<file path="src/rtl/ques_four.sv">
// ============================================================================
// ques_four
// ----------------------------------------------------------------------------
// Registered 8-to-3 priority encoder with an active-input count flag.
// Eight request lines D7..D0 (D7 highest priority) are encoded into the
// 3-bit index of the highest-numbered asserted line. All outputs are
// registered, so results appear one clock after the inputs are sampled and
// there is no combinational path from inputs to outputs.
//
// Ports
//   clk    in   1  system clock, rising-edge active
//   rst    in   1  synchronous, active-high reset (overrides all inputs)
//   D7..D0 in   1  request lines, D7 highest priority, D0 lowest
//   Y      out  3  index of highest asserted line (000 when none asserted)
//   valid  out  1  at least one request line was asserted
//   multi  out  1  two or more request lines were asserted
// ============================================================================
module ques_four (
    input  logic       D7,
    input  logic       D6,
    input  logic       D5,
    input  logic       D4,
    input  logic       D3,
    input  logic       D2,
    input  logic       D1,
    input  logic       D0,
    output logic [2:0] Y,
    input  logic       clk,
    input  logic       rst,
    output logic       valid,
    output logic       multi
);

    logic [7:0] w_req;
    logic [2:0] w_idx;
    logic [3:0] w_count;
    logic [2:0] r_y;
    logic       r_valid;
    logic       r_multi;

    assign w_req = {D7, D6, D5, D4, D3, D2, D1, D0};

    // Ascending scan where the last hit wins yields the highest asserted
    // index. Plain if-tests keep the result defined for every 0/1 pattern,
    // unlike casez wildcards. The same scan accumulates the population count.
    always_comb begin
        w_idx   = 3'd0;
        w_count = 4'd0;
        for (int i = 0; i < 8; i++) begin
            if (w_req[i]) begin
                w_idx   = 3'(i);
                w_count = w_count + 4'd1;
            end
        end
    end

    // Output registers: reset forces the idle values, otherwise every edge
    // captures the current encoding so outputs hold while inputs are stable.
    always_ff @(posedge clk) begin
        if (rst) begin
            r_y     <= 3'd0;
            r_valid <= 1'b0;
            r_multi <= 1'b0;
        end else begin
            r_y     <= w_idx;
            r_valid <= (w_count != 4'd0);
            r_multi <= (w_count >= 4'd2);
        end
    end

    assign Y     = r_y;
    assign valid = r_valid;
    assign multi = r_multi;

endmodule

</file>
<file path="config.mk">
export PLATFORM = sky130hd
export DESIGN_NAME = ques_four
export DESIGN_NICKNAME = d
export VERILOG_FILES = /design/src/rtl/ques_four.sv
export SDC_FILE = /design/constraint.sdc
export NUM_CORES = 1
export LEC_CHECK = 0
export BUFFER_PORTS_ARGS = -buffer_cell sky130_fd_sc_hd__buf_2
export CAP_MARGIN = 10
export CELL_PAD_IN_SITES_DETAIL_PLACEMENT = 1
export CELL_PAD_IN_SITES_GLOBAL_PLACEMENT = 1
export CORE_ASPECT_RATIO = 1.1
export CORE_UTILIZATION = 37
export DETAILED_ROUTE_END_ITERATION = 10
export PLACE_DENSITY_LB_ADDON = 0.1
export SLEW_MARGIN = 20
export SYNTH_ARGS = -nofsm -noshare
export SYNTH_HDL_FRONTEND = slang
export SYNTH_SLANG_ARGS = --single-unit
</file>
<file path="constraint.sdc">
create_clock -name clk -period 3.32 [get_ports clk]
set_input_delay 0 -clock clk [delete_from_list [all_inputs] [get_ports clk]]
set_output_delay 0 -clock clk [all_outputs]
set_load 0.01 [all_outputs]
</file>
==> results of run 1 <==
## per-layer routing
layer / share of wire (%) / track usage [%] / routed length (µm) / vias up
met5: 0 / 0 / 0 / -
met4: 2.6 / 6.863 / 61 / 0
met3: 1.9 / 3.448 / 44 / 6
met2: 55 / 39.67 / 1299 / 19
met1: 41 / 21.23 / 968 / 437
li1: - / - / - / 461
## per-stage QoR
step | instance area [µm²] | setup TNS (ns)
5_1_grt | 1266 | -0.02741
6_report | 1266 | 0
3_3_place_gp | 1170 | -0.3456
3_5_place_dp | 1170 | -0.6076
4_1_cts | 1206 | 0
2_1_floorplan | 899.6 | 0
## power by group through the flow
stage / registers, mW / clock network, mW / logic [mW]
floorplan: 0.0849 / 0 / 0.218
global placement: 0.0770 / 0 / 0.351
detailed placement: 0.0769 / 0 / 0.364
CTS: 0.0760 / 0.0752 / 0.367
global route: 0.0761 / 0.0811 / 0.432
finish: 0.0758 / 0.0718 / 0.395
## worst max-delay path by stage
stage	start	endpoint	depth (start not counted)
6_report	D0	valid	20
5_1_grt	D1	valid	20
4_1_cts	D0	valid	19
3_5_place_dp	D1	valid	19
3_3_place_gp	D1	valid	19
2_1_floorplan	D1	valid	18
## cells by family (layout without fill, tap and decap cells)
logic type | count (synthesis) | count (layout)
AOI/OAI and AO/OA | 26 | 26
buffers and inverters | 11 | 52
adders and majority gates | 9 | 9
DFF | 5 | 5
xor gates and xnor gates | 15 | 15
muxes | 4 | 4
and+or+nand+nor | 35 | 35
## worst max-delay path: stages
cell and delay, ns:
buf_2 0.11, inv_1 0.11, ha_4 0.23, xor2_4 0.16, buf_4 0.15, xnor2_2 0.13
a21oi_2 0.16, ha_1 0.27, xnor2_1 0.15, nand2_1 0.06, o211ai_1 0.09, o21ai_1 0.10
ha_1 0.32, nand2_2 0.08, o21ai_1 0.07, ha_1 0.29, or3_1 0.36, mux2i_1 0.19
a2bb2oi_1 0.17, nand3_1 0.07
## flip-flops by register name (all words and copies together), names as in the netlist
name and cells:
Y 3, valid 1, multi 1
## layout make-up
type                            instances  area (µm²)  area share (%)
Timing Repair Buffer                   41       275.3           21.74
Clock buffer                            4       26.28           2.075
Inverter                                7       26.28           2.075
Tap cell                               30       37.54           2.964
Multi-Input combinational cell         89       800.8           63.24
Sequential cell                         5       100.1           7.905
## cells in the mapped netlist (2+ instances only)
master	count	area (µm²)
a21oi_1	5	25.02
a31o_2	2	17.52
buf_2	2	10.01
dfxtp_1	5	100.1
ha_1	9	112.6
inv_1	6	22.52
mux2i_1	2	20.02
nand2_1	9	33.78
nand2b_1	6	37.54
nand3_1	3	15.01
nand4_1	3	18.77
nor2_1	6	22.52
nor3_1	2	10.01
nor3b_1	2	15.01
o211ai_1	3	22.52
o21ai_0	8	40.04
xnor2_1	6	52.55
xnor2_2	3	48.80
xnor3_1	2	45.04
xor2_1	3	26.28
## repair_timing
action / CTS / global route
resized for setup: 3 / 9
endpoints found under the setup margin: 2 / 2
pin swaps: 0 / 2
hold endpoints to repair: 3 / 0
setup buffers: 0 / 1
hold buffers: 1 / 0
==> impl_metrics.tcl, run 1 <==
set metrics [dict create \
    firstDrtPassIters 4 \
    ir_worst_vdd_mv 0.2430 \
    num_rows 18 \
    cts_root_buf "clkbuf_4" \
    synth_top_family_by_area "XOR/XNOR gates" \
    routed_wl_mm 2.375 \
    synth_ff_type "dfxtp_1" \
    seq_power_share_pct 14.0 \
    fin_util_pct 56.22 \
    pwr-share-clk_pct 13.2 \
    finalHoldWorstSlack_ns 0.05809 \
    path_class "in -> reg" \
    clkSinkCount 5 \
    comb_power_share_pct 72.8 \
    synth-edff-count 0 \
    synth_area_um2 879.6 \
    drv_slew 0 \
    cp.required_ns 3.45 \
    hold_depth 3 \
    synth_compound_area_share_pct 20.20 \
    numCtsBuffers 3 \
    start_util_pct 39.06 \
    avgViaCountPerCell 5.244 \
    first_global_vias 885 \
    p_per_area_mw_per_mm2 428.5 \
    synthXorXnorAreaFrac_pct 22.33 \
    synthSimpleGateAreaFrac_pct 20.91 \
    grt_max_degree 16 \
    place_hpwl_mm 2.003 \
    synth_area_per_cell_um2 8.377 \
    cp.arrival_ns 3.29 \
    worstPathMaxFanout 3 \
    hold_violations 0 \
    gp_congestion 0.8058 \
    fin_nets 166 \
    hold_end "Y[0]" \
    max_freq_ghz 0.3166 \
    yosys-mux-area-fraction_pct 6.543 \
    yosys_warnings 0 \
    io-pin-count 15 \
    worstSetupEndpointType "flip-flop" \
    leakagePower_nw 0.5899 \
    hp-start "D7" \
    syn2layout_area_growth_pct 43.95 \
    p_sw_uw 206.4 \
    tightest_slew_ns 0.3237 \
    dp.cells 170 \
    fin_crit_sh_pct 95.13 \
    p_int_uw 336.1 \
    place_ws_ns -0.3158 \
    hold_path.class "in -> reg" \
    synth_fa_ha_area_share_pct 12.80 \
    drv_cap 0 \
    ys_async_sr_fraction_pct 0 \
    coreArea_mm2 0.002252 \
    fillers 288 \
    grt.overflow.total 0 \
    grt_pass1_wl_mm 3.850 \
    gr-usage-all-layers_pct 19.89 \
    final_layout_size_suffix_gt1_share_pct 42.47 \
    dr.first_iter.drc_count 7 \
    cts_buffer_depth 2 \
    layout_common_cells "26 x buf_4, 14 x buf_2, 7 x nand2_1" \
    dr_total_vias 923 \
    layout_min_cycle_time_ns 3.158 \
    run_status "complete, no violations" \
    drc_errors 0 \
    die_area_mm2 0.002577 \
    ys_seq_area_share_pct 11.38 \
    slew_headroom_pct 78.27 \
    worst_setup_path_start_kind "input port" \
    portBuffers 14 \
    timing.final.ws_setup_ns 0.1618 \
    path_clk_slew_ns 0.05 \
    synth_seq_cells 5 \
    ys_types 38 \
    synthCells 105 \
    p_sw_share_pct 38.05 \
    setup_viol 0 \
    wl_per_cell_um 13.49 \
    die_h_um 53.14 \
    final_common_cell "buf_4" \
    antennaDiodeCount 0 \
    cts_tree "built" \
    die_w_um 48.49 \
    cts-htree-levels 1 \
    design_power_total_uw 542.5 \
    syn_nets 124 \
    antenna_found_initial 0 \
    layout.cells.non_filler 176 \
    drt.antenna.violating_nets 0 \
]
Note: power is estimated with default switching activity, not from simulation.
==> run 2: changes to the inputs <==
--- a/config.mk
+++ b/config.mk
@@ -6,10 +6,9 @@
 export NUM_CORES = 1
 export LEC_CHECK = 0
 export BUFFER_PORTS_ARGS = -buffer_cell sky130_fd_sc_hd__buf_2
-export CAP_MARGIN = 10
+export CAP_MARGIN = 20
 export CELL_PAD_IN_SITES_DETAIL_PLACEMENT = 1
 export CELL_PAD_IN_SITES_GLOBAL_PLACEMENT = 1
-export CORE_ASPECT_RATIO = 1.1
 export CORE_UTILIZATION = 37
 export DETAILED_ROUTE_END_ITERATION = 10
 export PLACE_DENSITY_LB_ADDON = 0.1
==> run 2 against run 1 <==
Net effect: sequential share of layout area decreased by 0.11 points; combinational power increased by 5.6%; clock-buffer cell count unchanged; critical endpoint is now multi; wire length increased by 9.5%; clock power increased by 1%.
==> impl_metrics.tcl, run 2 (synthesis results as in run 1) <==
set metrics [dict create \
    worstSetupEndpointType "flip-flop" \
    numCtsBuffers 3 \
    dpl_cell_area_mm2 0.001145 \
    p_per_area_mw_per_mm2 440.7 \
    path_clk_slew_ns 0.04 \
    cts_root_buf "clkbuf_4" \
    leakagePower_nw 0.5895 \
    tns_ns 0 \
    worst_setup_path_start_kind "input port" \
    setup_viol 0 \
    portBuffers 14 \
    layout_common_cells "23 x buf_4, 12 x buf_2, 8 x nand2_1, 6 x nor2_1, 6 x ha_1" \
    final_area_mm2 0.001284 \
    num_rows 17 \
    cpPeakStageDelay_ns 0.34 \
    grt.overflow.total 0 \
    grt_max_degree 16 \
    tightest_slew_ns 0.2988 \
    layout_min_cycle_time_ns 3.155 \
    drc_errors 0 \
    dr_total_vias 894 \
    start_util_pct 39.38 \
    fin_util_pct 57.48 \
    layout.cells.non_filler 170 \
    routed_wl_mm 2.600 \
    cp_slowest_cell "or3_1" \
    hold_path.class "in -> reg" \
    syn2layout_area_growth_pct 45.95 \
    grt_busiest_layer "met2" \
    io-pin-count 15 \
    coreArea_mm2 0.002233 \
    gr-usage-all-layers_pct 21.93 \
    run_status "complete, no violations" \
    cp.required_ns 3.44 \
    final_common_cell "buf_4" \
    drt.antenna.violating_nets 0 \
    slew_headroom_pct 80.08 \
    hold_depth 3 \
    cp.depth 19 \
    drv_slew 0 \
    largest_register_ff_count 3 \
    fin_crit_sh_pct 95.02 \
    crit_family "adder cells" \
    met1_usage_pct 22.95 \
    path_class "in -> reg" \
    worstPathMaxFanout 3 \
    hold_violations 0 \
    max_freq_ghz 0.3170 \
    drv_cap 0 \
    clkSinkCount 5 \
    cts_buffer_depth 2 \
    cp_cell_sequence "buf_4, inv_2, ha_4, xor2_4, ha_4, nand2b_4, nand3_2, o21ai_2, xor2_1, mux2_2, ha_1, nand2_1, o31a_1, o21ai_1, ha_1, or3_1, mux2i_2, buf_4, o311ai_2" \
    grt_pass1_wl_mm 4.202 \
    cts-htree-levels 1 \
    postCtsSetupRepairBufs 0 \
    firstDrtPassIters 4 \
    avgViaCountPerCell 5.259 \
    place_hpwl_mm 1.982 \
    antennaDiodeCount 0 \
    use_met3_pct 2.727 \
    gp_congestion 0.7268 \
    grt.met2_usage_pct 44.00 \
    cts_tree "built" \
    final_layout_size_suffix_gt1_share_pct 45.77 \
    ir_worst_vdd_mv 0.2440 \
    antenna_found_initial 0 \
    dp.cells 165 \
    dr.first_iter.drc_count 2 \
    wl_per_cell_um 15.29 \
    cp.arrival_ns 3.27 \
    die_h_um 50.76 \
    first_global_vias 969 \
    fin_nets 162 \
    die_w_um 50.76 \
    die_area_mm2 0.002576 \
    cp_num_buf_inv 3 \
]
[run 2: cell types whose count changed in the layout (fill, tap and decap cells not counted), sizes merged]
cell  delta
buf      -4
[run 2: final cells by class]
cell class	count	area (µm²)
Timing Repair Buffer	37	254.0
Fill cell	286	949.7
Clock buffer	4	26.28
Tap cell	28	35.03
Inverter	7	28.78
Multi-Input combinational cell	89	839.6
Sequential cell	5	100.1
[run 2: final timing paths]
| path | start | to |
|---|---|---|
| setup / recovery | D1 | multi |
| hold / removal | D7 | Y[0] |
[run 2: stage by stage]
step                hold WS [ns]  total power, mW  worst slack (ns)
floorplan                0.06907           0.3026           0.02192
finish                   0.04174           0.5658            0.1653
detailed placement        0.2515           0.4351           -0.2773
global route             0.08622           0.6123         -0.005166
global placement          0.2406           0.4179           -0.1635
CTS                      0.03359           0.5231         0.0005738
[run 2: power breakdown]
part	internal (mW)	switching, mW
registers	0.0735	0.00308
logic	0.224	0.193
clock network	0.0456	0.0271
[run 2: repair_timing]
action	4_1_cts	5_1_grt
hold endpoints to repair	3	0
gates cloned	0	0
pin swaps	0	11
hold buffers	1	0
setup endpoints to repair	2	2
gates resized for setup	4	19
[run 2: routing by layer]
metal / routed length (µm) / part of all wire (%)
met5: 0 / 0
met4: 52 / 2.0
met3: 40 / 1.5
met2: 1454 / 56
met1: 1053 / 41
